`src/rtl/apb_req_arbiter_pkg.sv`:
```
// Shared types and constants for the APB request arbiter.
//   apb_state_t : transfer FSM encoding (IDLE, SETUP, ACCESS)
//   APB_*_WIDTH : default bus widths
//   rsp_t       : response record (read data + error flag)
package apb_pkg;

    typedef enum logic [1:0] {
        IDLE   = 2'b00,
        SETUP  = 2'b01,
        ACCESS = 2'b10
    } apb_state_t;

    localparam int unsigned APB_ADDR_WIDTH = 4;
    localparam int unsigned APB_DATA_WIDTH = 8;

    typedef struct packed {
        logic [APB_DATA_WIDTH-1:0] rdata;
        logic                      err;
    } rsp_t;

endpackage

```
`src/rtl/apb_req_arbiter_if.sv`:
```
// Bundle of requester-side handshake signals and APB bus signals.
//   master : view of the arbiter (drives req_ready, rsp_*, APB master outputs)
//   slave  : view of the environment (requesters + APB slave)
// Requester i owns slice i of the packed req_addr / req_wdata vectors.
interface apb_req_arbiter_if
    import apb_pkg::*;
#(
    parameter int unsigned NUM_REQ    = 2,
    parameter int unsigned ADDR_WIDTH = APB_ADDR_WIDTH,
    parameter int unsigned DATA_WIDTH = APB_DATA_WIDTH
);
    logic [NUM_REQ-1:0]            req_valid;
    logic [NUM_REQ-1:0]            req_write;
    logic [NUM_REQ*ADDR_WIDTH-1:0] req_addr;
    logic [NUM_REQ*DATA_WIDTH-1:0] req_wdata;
    logic [NUM_REQ-1:0]            req_ready;
    logic [NUM_REQ-1:0]            rsp_valid;
    logic [DATA_WIDTH-1:0]         rsp_rdata;
    logic                          rsp_err;

    logic [ADDR_WIDTH-1:0]         PADDAR;
    logic                          PSLEx;
    logic                          PENABLE;
    logic                          PWRITE;
    logic [DATA_WIDTH-1:0]         PWDATA;
    logic                          PREADY;
    logic                          PSLVERR;
    logic [DATA_WIDTH-1:0]         PRDATA;

    modport master (
        input  req_valid, req_write, req_addr, req_wdata, PREADY, PSLVERR, PRDATA,
        output req_ready, rsp_valid, rsp_rdata, rsp_err,
               PADDAR, PSLEx, PENABLE, PWRITE, PWDATA
    );

    modport slave (
        output req_valid, req_write, req_addr, req_wdata, PREADY, PSLVERR, PRDATA,
        input  req_ready, rsp_valid, rsp_rdata, rsp_err,
               PADDAR, PSLEx, PENABLE, PWRITE, PWDATA
    );

endinterface

```
`src/rtl/apb_req_arbiter_rr_arbiter.sv`:
```
// Combinational round-robin selector.
//   req   : request vector
//   ptr   : highest-priority index (must be < NUM_REQ)
//   grant : one-hot winner (first set bit at or after ptr, wrapping)
//   idx   : binary index of the winner
//   any   : at least one request present
module rr_arbiter #(
    parameter int unsigned NUM_REQ = 2,
    parameter int unsigned IDX_W   = (NUM_REQ > 1) ? $clog2(NUM_REQ) : 1
) (
    input  logic [NUM_REQ-1:0] req,
    input  logic [IDX_W-1:0]   ptr,
    output logic [NUM_REQ-1:0] grant,
    output logic [IDX_W-1:0]   idx,
    output logic               any
);

    always_comb begin
        grant = '0;
        idx   = '0;
        any   = 1'b0;
        for (int unsigned off = 0; off < NUM_REQ; off++) begin
            if (!any && req[IDX_W'((32'(ptr) + off) % NUM_REQ)]) begin
                any        = 1'b1;
                idx        = IDX_W'((32'(ptr) + off) % NUM_REQ);
                grant[idx] = 1'b1;
            end
        end
    end

endmodule

```
`src/rtl/apb_req_arbiter.sv`:
```
// APB master shared by NUM_REQ requesters.
//   PCLK, RESETn : clock, asynchronous active-low reset
//   bus          : requester handshake (req_*, rsp_*) and APB master signals
// One IDLE->SETUP->ACCESS transfer per grant; a stalled ACCESS is aborted with
// an error response after TIMEOUT cycles without PREADY.
module apb_req_arbiter
    import apb_pkg::*;
#(
    parameter int unsigned NUM_REQ    = 2,
    parameter int unsigned ADDR_WIDTH = APB_ADDR_WIDTH,
    parameter int unsigned DATA_WIDTH = APB_DATA_WIDTH,
    parameter int unsigned TIMEOUT    = 15
) (
    input logic               PCLK,
    input logic               RESETn,
    apb_req_arbiter_if.master bus
);

    localparam int unsigned IDX_W = (NUM_REQ > 1) ? $clog2(NUM_REQ) : 1;

    apb_state_t            state, state_nxt;
    logic [IDX_W-1:0]      ptr, ptr_nxt;
    logic [IDX_W-1:0]      owner, owner_nxt;
    logic [7:0]            cnt, cnt_nxt, cnt_inc;
    logic                  psel_q, psel_nxt;
    logic                  pen_q, pen_nxt;
    logic                  pwrite_q, pwrite_nxt;
    logic [ADDR_WIDTH-1:0] paddr_q, paddr_nxt;
    logic [DATA_WIDTH-1:0] pwdata_q, pwdata_nxt;
    logic [DATA_WIDTH-1:0] rdata_q, rdata_nxt;
    logic                  err_q, err_nxt;
    logic [NUM_REQ-1:0]    rspv_q, rspv_nxt;

    logic [NUM_REQ-1:0]    grant;
    logic [IDX_W-1:0]      win;
    logic                  any;

    rr_arbiter #(.NUM_REQ(NUM_REQ), .IDX_W(IDX_W)) u_rr (
        .req   (bus.req_valid),
        .ptr   (ptr),
        .grant (grant),
        .idx   (win),
        .any   (any)
    );

    assign cnt_inc = cnt + 8'd1;

    assign bus.req_ready = (state == IDLE) ? grant : '0;
    assign bus.rsp_valid = rspv_q;
    assign bus.rsp_rdata = rdata_q;
    assign bus.rsp_err   = err_q;
    assign bus.PADDAR    = paddr_q;
    assign bus.PSLEx     = psel_q;
    assign bus.PENABLE   = pen_q;
    assign bus.PWRITE    = pwrite_q;
    assign bus.PWDATA    = pwdata_q;

    // Next values of every register; rsp_valid defaults low so it pulses.
    always_comb begin
        state_nxt  = state;
        ptr_nxt    = ptr;
        owner_nxt  = owner;
        cnt_nxt    = cnt;
        psel_nxt   = psel_q;
        pen_nxt    = pen_q;
        pwrite_nxt = pwrite_q;
        paddr_nxt  = paddr_q;
        pwdata_nxt = pwdata_q;
        rdata_nxt  = rdata_q;
        err_nxt    = err_q;
        rspv_nxt   = '0;
        case (state)
            IDLE: begin
                if (any) begin
                    paddr_nxt  = bus.req_addr[win*ADDR_WIDTH +: ADDR_WIDTH];
                    pwdata_nxt = bus.req_wdata[win*DATA_WIDTH +: DATA_WIDTH];
                    pwrite_nxt = bus.req_write[win];
                    psel_nxt   = 1'b1;
                    owner_nxt  = win;
                    ptr_nxt    = (32'(win) == NUM_REQ - 1) ? '0 : win + IDX_W'(1);
                    state_nxt  = SETUP;
                end
            end
            SETUP: begin
                pen_nxt   = 1'b1;
                cnt_nxt   = '0;
                state_nxt = ACCESS;
            end
            ACCESS: begin
                if (bus.PREADY) begin
                    rspv_nxt[owner] = 1'b1;
                    if (!pwrite_q) begin
                        rdata_nxt = bus.PRDATA;
                    end
                    err_nxt   = bus.PSLVERR;
                    psel_nxt  = 1'b0;
                    pen_nxt   = 1'b0;
                    state_nxt = IDLE;
                end else if (cnt_inc == 8'(TIMEOUT)) begin
                    // Abort: error response, read data left untouched.
                    rspv_nxt[owner] = 1'b1;
                    err_nxt   = 1'b1;
                    psel_nxt  = 1'b0;
                    pen_nxt   = 1'b0;
                    cnt_nxt   = cnt_inc;
                    state_nxt = IDLE;
                end else begin
                    cnt_nxt = cnt_inc;
                end
            end
            default: state_nxt = IDLE;
        endcase
    end

    always_ff @(posedge PCLK or negedge RESETn) begin
        if (!RESETn) begin
            state    <= IDLE;
            ptr      <= '0;
            owner    <= '0;
            cnt      <= '0;
            psel_q   <= 1'b0;
            pen_q    <= 1'b0;
            pwrite_q <= 1'b0;
            paddr_q  <= '0;
            pwdata_q <= '0;
            rdata_q  <= '0;
            err_q    <= 1'b0;
            rspv_q   <= '0;
        end else begin
            state    <= state_nxt;
            ptr      <= ptr_nxt;
            owner    <= owner_nxt;
            cnt      <= cnt_nxt;
            psel_q   <= psel_nxt;
            pen_q    <= pen_nxt;
            pwrite_q <= pwrite_nxt;
            paddr_q  <= paddr_nxt;
            pwdata_q <= pwdata_nxt;
            rdata_q  <= rdata_nxt;
            err_q    <= err_nxt;
            rspv_q   <= rspv_nxt;
        end
    end

endmodule

```
`src/flat_wrapper.sv`:
```
// flat-port wrapper written by rule: the top's interface ports become plain ports
module apb_req_arbiter_flat import apb_pkg::*;
#(
    parameter int unsigned NUM_REQ    = 2,
    parameter int unsigned ADDR_WIDTH = APB_ADDR_WIDTH,
    parameter int unsigned DATA_WIDTH = APB_DATA_WIDTH,
    parameter int unsigned TIMEOUT    = 15
)
  (PCLK, RESETn, bus_req_valid, bus_req_write, bus_req_addr, bus_req_wdata, bus_PREADY, bus_PSLVERR, bus_PRDATA, bus_req_ready, bus_rsp_valid, bus_rsp_rdata, bus_rsp_err, bus_PADDAR, bus_PSLEx, bus_PENABLE, bus_PWRITE, bus_PWDATA);
  apb_req_arbiter_if #(.NUM_REQ(NUM_REQ), .ADDR_WIDTH(ADDR_WIDTH), .DATA_WIDTH(DATA_WIDTH)) bus_i ();
  input logic PCLK;
  input logic RESETn;
  input wire logic [$bits(bus_i.req_valid)-1:0] bus_req_valid;
  input wire logic [$bits(bus_i.req_write)-1:0] bus_req_write;
  input wire logic [$bits(bus_i.req_addr)-1:0] bus_req_addr;
  input wire logic [$bits(bus_i.req_wdata)-1:0] bus_req_wdata;
  input wire logic [$bits(bus_i.PREADY)-1:0] bus_PREADY;
  input wire logic [$bits(bus_i.PSLVERR)-1:0] bus_PSLVERR;
  input wire logic [$bits(bus_i.PRDATA)-1:0] bus_PRDATA;
  output wire logic [$bits(bus_i.req_ready)-1:0] bus_req_ready;
  output wire logic [$bits(bus_i.rsp_valid)-1:0] bus_rsp_valid;
  output wire logic [$bits(bus_i.rsp_rdata)-1:0] bus_rsp_rdata;
  output wire logic [$bits(bus_i.rsp_err)-1:0] bus_rsp_err;
  output wire logic [$bits(bus_i.PADDAR)-1:0] bus_PADDAR;
  output wire logic [$bits(bus_i.PSLEx)-1:0] bus_PSLEx;
  output wire logic [$bits(bus_i.PENABLE)-1:0] bus_PENABLE;
  output wire logic [$bits(bus_i.PWRITE)-1:0] bus_PWRITE;
  output wire logic [$bits(bus_i.PWDATA)-1:0] bus_PWDATA;
  assign bus_i.req_valid = bus_req_valid;
  assign bus_i.req_write = bus_req_write;
  assign bus_i.req_addr = bus_req_addr;
  assign bus_i.req_wdata = bus_req_wdata;
  assign bus_i.PREADY = bus_PREADY;
  assign bus_i.PSLVERR = bus_PSLVERR;
  assign bus_i.PRDATA = bus_PRDATA;
  assign bus_req_ready = bus_i.req_ready;
  assign bus_rsp_valid = bus_i.rsp_valid;
  assign bus_rsp_rdata = bus_i.rsp_rdata;
  assign bus_rsp_err = bus_i.rsp_err;
  assign bus_PADDAR = bus_i.PADDAR;
  assign bus_PSLEx = bus_i.PSLEx;
  assign bus_PENABLE = bus_i.PENABLE;
  assign bus_PWRITE = bus_i.PWRITE;
  assign bus_PWDATA = bus_i.PWDATA;
  apb_req_arbiter #(.NUM_REQ(NUM_REQ), .ADDR_WIDTH(ADDR_WIDTH), .DATA_WIDTH(DATA_WIDTH), .TIMEOUT(TIMEOUT)) u_core (.PCLK(PCLK), .RESETn(RESETn), .bus(bus_i));
endmodule
```
`config.mk`:
```
export PLATFORM = sky130hd
export DESIGN_NAME = apb_req_arbiter_flat
export DESIGN_NICKNAME = d
export VERILOG_FILES = /design/src/rtl/apb_req_arbiter_pkg.sv /design/src/rtl/apb_req_arbiter_if.sv /design/src/rtl/apb_req_arbiter_rr_arbiter.sv /design/src/rtl/apb_req_arbiter.sv /design/src/flat_wrapper.sv
export SDC_FILE = /design/constraint.sdc
export NUM_CORES = 1
export LEC_CHECK = 0
export CAP_MARGIN = 5
export CORE_UTILIZATION = 25
export CTS_CLUSTER_SIZE = 14
export DETAILED_ROUTE_END_ITERATION = 7
export MAX_ROUTING_LAYER = met4
export PLACE_DENSITY = 0.54
export REMOVE_ABC_BUFFERS = 1
export SYNTH_ARGS = -nofsm -noshare
export SYNTH_HDL_FRONTEND = slang
export SYNTH_SLANG_ARGS = --single-unit
```
`constraint.sdc`:
```
create_clock -name PCLK -period 1.6 [get_ports PCLK]
set_input_delay 0.48 -clock PCLK [delete_from_list [all_inputs] [get_ports PCLK]]
set_output_delay 0.48 -clock PCLK [all_outputs]
set_load 0.03 [all_outputs]
```
---- Yosys cells after proc, flatten, opt, wreduce, memory -nomap -nowiden ----
Index checks and enable logic that the tools add are counted.
W data, S select, Z words.
cells by class
  $mul .................................... 0
  order comparisons ....................... 7
  muxes and demuxes ....................... 36
  add/sub/neg operators ................... 3
  equal/unequal tests ..................... 6
  reductions and logical operators ........ 16
  bitwise operators ....................... 2
  shifts and indexed selects .............. 2
  divide/modulo/power cells ............... 0
operator list
  operator               count
  $mux W1                19
  $mux W2                9
  $pmux W8 S2            1
  $shiftx A16 B5 Y8      1
  $reduce_and A2 Y1      5
  $add A8 B1 Y8 const B  1
  $eq A8 B4 Y1 const B   1
  $lt A1 B2 Y1 const B   4
  $mux W8                1
  $shiftx A8 B4 Y4       1
  $pmux W2 S3            1
  $reduce_and A3 Y1      2
  $reduce_bool A2 Y1     3
  $logic_and A1 B1 Y1    4
  $pmux W1 S2            2
  $demux W1 S1           3
  $ge A1 B1 Y1 const B   3
  $ne A3 B2 Y1 const B   1
  $add A1 B1 Y1 const B  2
  $eq A2 B1 Y1 const B   1
  $eq A2 B2 Y1 const B   1
  $logic_not A2 Y1       1
  $ne A2 B1 Y1 const B   1
  $ne A2 B2 Y1 const B   1
  other kinds (3)        3
storage, ports and cells
  logic and storage cells ................. 84
  input port bits ......................... 40
  register bits after elaboration ......... 38
  RAM bits ................................ 0
  memory bits (read-only) ................. 0
  output and inout port bits .............. 28
  latch bits .............................. 0
  memories ................................ 0

---- Longest topological paths before layout ----
  word-level depth ........................ 8
  depth in mapped cells ................... 7
  depth with buffers taken out ............ 7

---- Hierarchy ----
A second synthesis with hierarchy kept.
second synthesis, totals
  cell total of the unflattened synthesis .. 186
  area total of the unflattened synthesis .. 1870.5 um^2
by module, submodules not included
  module           area an instance (um^2)  cells an instance  seq. area each (um^2)  instances
  apb_req_arbiter  1838.0                   181                950.9                  1
  rr_arbiter       32.5                     5                  0.0                    1

---- Least setup slack after synthesis ----
No wires, ideal clock.
  kind .................................... register -> output
  from .................................... reg u_core.state[1]
  to ...................................... out bus_req_ready[0]
  arrival ................................. 1525 ps
  slack ................................... -405 ps
  required time ........................... 1120 ps
  path buffers ............................ 0
  stages on the path, launching flop included .. 5
  path through ............................ dfrtp_1 -> inv_1 -> ha_1 -> inv_1 -> a211oi_1
between the ends
  word-level cells in the longest chain between the ends .. 2
ends and longest elaborated chain
  what                      RTL line                RTL
  start: declaration        apb_req_arbiter.sv:21   apb_state_t state, state_nxt;
  start signal: assignment  apb_req_arbiter.sv:130  state <= state_nxt;
  $logic_not A2 Y1          apb_req_arbiter.sv:48   assign bus.req_ready = (state == IDLE) ? grant : '0;
  $mux W2                   apb_req_arbiter.sv:48
  end: declaration          flat_wrapper.sv:20      output wire logic [$bits(bus_i.req_ready)-1:0] bus_req_ready;
Every way passes these cells.

---- Worst setup path in the final report ----
Same ends and word-level chain as after synthesis.

==> results.json <==
{
  "overflow": 0,
  "fin_crit_sh": 1.17,
  "routedWlPerCell_um": 11.7,
  "die_w_um": 88.5,
  "finalSetupViolations": 18,
  "endpoint_kind": "output port",
  "reg2reg_slack_ps": -200,
  "grt_max_degree": 39,
  "wirelength_um": 4600,
  "power.density_nw_per_um2": 1600,
  "postSynthAreaPerCell_sq_um": 10.4,
  "vias": 1695,
  "clk_latency_ps": 300,
  "dr.max_layer_used": "met4",
  "yosysUniqueCellTypes": 37,
  "track_usage": 0.132,
  "fp.coreArea_sq_um": 7250,
  "syn_to_final_growth_pct": 78.8,
  "drtAntennaViolNets": 0,
  "max_freq_mhz": 533,
  "rows": 31,
  "r2r_end": "u_core.bus.PENABLE",
  "antenna_found_initial": 0,
  "skew_ps": 6.63,
  "ios": 68,
  "power.switching_mw": 2.13,
  "slew_headroom": 0.782,
  "fin_hold_ws_ps": 139,
  "hold_buffers": 0,
  "grt_pass1_wl_um": 7680,
  "maxSlewViolCount": 0,
  "hold_viol_final": 0,
  "fin_ws_ps": -278,
  "ys_seq_area_frac": 0.508,
  "power.share.clock": 0.186,
  "p_int_mw": 3.22,
  "path_clk_slew_ps": 80,
  "status": "complete, but fails checks",
  "antenna_cells": 0,
  "tns_ps": -1550,
  "timing.rr.start": "u_core.cnt[1]",
  "firstDrtPassIters": 6,
  "synthFlopType": "dfrtp_1",
  "cp-endpoint": "bus_req_ready[0]",
  "dieArea_sq_um": 7830,
  "area.sequential_sq_um": 952,
  "drv_cap": 0,
  "via_per_inst": 4.31,
  "fin_crit_ps": 1880,
  "root_buffer": "clkbuf_8",
  "io_buffers": 67,
  "synth_edf_count": 0,
  "nNetsFinal": 338,
  "first_iter_violations": 82,
  "ir_worst_vdd_uv": 658,
  "ys_seq_elements": 38,
  "critPathLaunch": "u_core.state[1]",
  "drt-met1-wl_um": 2140,
  "crit_path_cell_trace": "inv_2 -> ha_4 -> inv_4 -> a211oi_2 -> buf_4",
  "drc": 0,
  "violations": "negative setup slack",
  "cts_buffers": 5,
  "fillers": 702,
  "first_global_vias": 1628,
  "p_sw_frac": 0.399,
  "async_flop_share": 1.00,
  "min_path_type": "in2async",
  "power_frac_comb": 0.522,
  "die_h_um": 88.5,
  "multi_input_area_sq_um": 1100,
  "cp_slowest_cell": "dfrtp_1",
  "crit_path_max_fanout": 3,
  "syn_area_sq_um": 1870,
  "cp.required_ps": 1120,
  "cts_max_path_buffers": 2,
  "critPathMaxStageDelay_ps": 410,
  "dr_wl_met2_um": 2120,
  "worstRegToRegCells": 6,
  "cts_tree": "done",
  "arrival_ps": 1400,
  "drive_gt1_frac": 0.374,
  "cts_max_level": 2,
  "wl_met3_um": 287,
  "critical_path_class": "reg2out",
  "cts.sinks": 38,
  "rsz0062_at_grt": "yes",
  "gp_congestion": 0.721,
  "tightestPinTransition_ps": 328,
  "cp-start-kind": "register",
  "p_seq_frac": 0.292,
  "hpwlAfterDp_um": 3290,
  "ys.warnings.count": 0,
  "start_util": 0.258,
  "leakage_nw": 1.52,
  "synthCells": 179
}
-- layout by cell type, fill, tap and decap left out, types with 3 or more instances in the layout --
master	count
buf_4	43
dfrtp_1	37
clkdlybuf4s50_1	36
nand2_1	26
dlygate4sd2_1	23
o21ai_0	19
mux2i_1	14
nor2_1	8
mux2_2	8
clkbuf_8	5
buf_6	5
inv_2	4
a21oi_2	3
a211oi_2	3
a21o_1	3
clkdlybuf4s15_1	3
-- synthesized netlist by cell type (all sizes together) (2+ instances only) --
library cell / instances / area (sq um)
xor2: 4 / 35.0
a211oi: 3 / 27.5
a21o: 3 / 22.5
clkbuf: 4 / 15.0
nor2: 10 / 37.5
or3: 2 / 13.8
dfrtp: 38 / 951
nor3: 5 / 30.0
nand3: 5 / 30.0
mux2: 8 / 90.1
ha: 5 / 62.6
nand2: 26 / 97.6
buf: 2 / 12.5
a21oi: 5 / 25.0
inv: 7 / 26.3
mux2i: 14 / 140
o21ai: 25 / 129
-- power groups by stage --
stage | Combinational (mW) | Sequential (mW) | Clock [mW]
floorplan | 0.795 | 2.16 | 0
global placement | 2.64 | 1.56 | 0
detailed placement | 2.66 | 1.56 | 0
CTS | 2.66 | 1.54 | 1.02
global route | 3.05 | 1.62 | 1.06
finish | 2.79 | 1.56 | 0.994
-- per-layer routing --
metal / vias to the layer above / track usage
met2: 44 / 0.196
li1: 857 / -
met4: 0 / 0.0396
met3: 8 / 0.0392
met1: 786 / 0.173
met5: - / -
-- state kept, by name, summed over array words and instances (netlist names) --
| name | count |
|---|---|
| u_core.bus.rsp_valid | 2 |
| u_core.bus.rsp_err | 1 |
| u_core.bus.PSLEx | 1 |
| u_core.ptr | 1 |
| u_core.bus.rsp_rdata | 8 |
| u_core.bus.PWRITE | 1 |
| u_core.bus.PENABLE | 1 |
| u_core.cnt | 8 |
| u_core.bus.PWDATA | 8 |
| u_core.bus.PADDAR | 4 |
| u_core.state | 2 |
| u_core.owner | 1 |
-- how the worst min path moves through the flow --
stage                    startpoint                    to  slack [ps]
3_3_place_gp   u_core.bus.PWDATA[5]  u_core.bus.PWDATA[5]         460
2_1_floorplan                RESETn  u_core.bus.PADDAR[0]         180
6_report                     RESETn         u_core.cnt[4]         140
4_1_cts                      RESETn         u_core.cnt[5]         150
5_1_grt                      RESETn         u_core.cnt[4]         150
3_5_place_dp                 RESETn         u_core.cnt[4]         470
-- critical path: cells and delay by family (launching register included) --
family / cells / cell delay [ps]
AO/OA/AOI/OAI: 1 / 210
buffers and inverters: 3 / 330
flip-flops: 1 / 410
adder cells (fa/ha/maj): 1 / 150
-- layout make-up --
type | instances | area share
multi-input combinational | 128 | 0.328
timing repair buffer | 113 | 0.299
sequential | 38 | 0.285
tap | 99 | 0.0370
clock buffer | 5 | 0.0206
clock inverter | 3 | 0.0206
inverter | 7 | 0.00935
-- metrics by stage --
stage                     utilization  std cells  area (sq um)  worst slack, ps  power, mW
after floorplan                     -        173          1840             -833       2.96
after CTS                       0.436        390          3170             -286       5.22
after detailed placement        0.400        374          2900             -415       4.22
final                           0.461        393          3340             -278       5.35
after global routing            0.461        393          3340             -335       5.73
after global placement          0.400        374          2900             -382       4.20
-- repair_timing --
item,4_1_cts,5_1_grt
setup endpoints to repair,55,28
buffers inserted,8,3
gates resized for setup,52,39
pin swaps,13,11
gates cloned,0,0
hold endpoints to repair,0,0
-- cell families (layout without fill, tap and decap cells) --
family          count (synthesis)  after routing  share of synthesized area
simple gates                   54             54                      0.145
compound gates                 42             42                      0.138
fa+ha+maj                       5              5                     0.0334
mux                            22             22                      0.123
xor+xnor                        5              5                     0.0234
buf+inv                        13            128                     0.0288
flops                          38             38                      0.508
No activity file was read; power rests on OpenSTA's default activity.
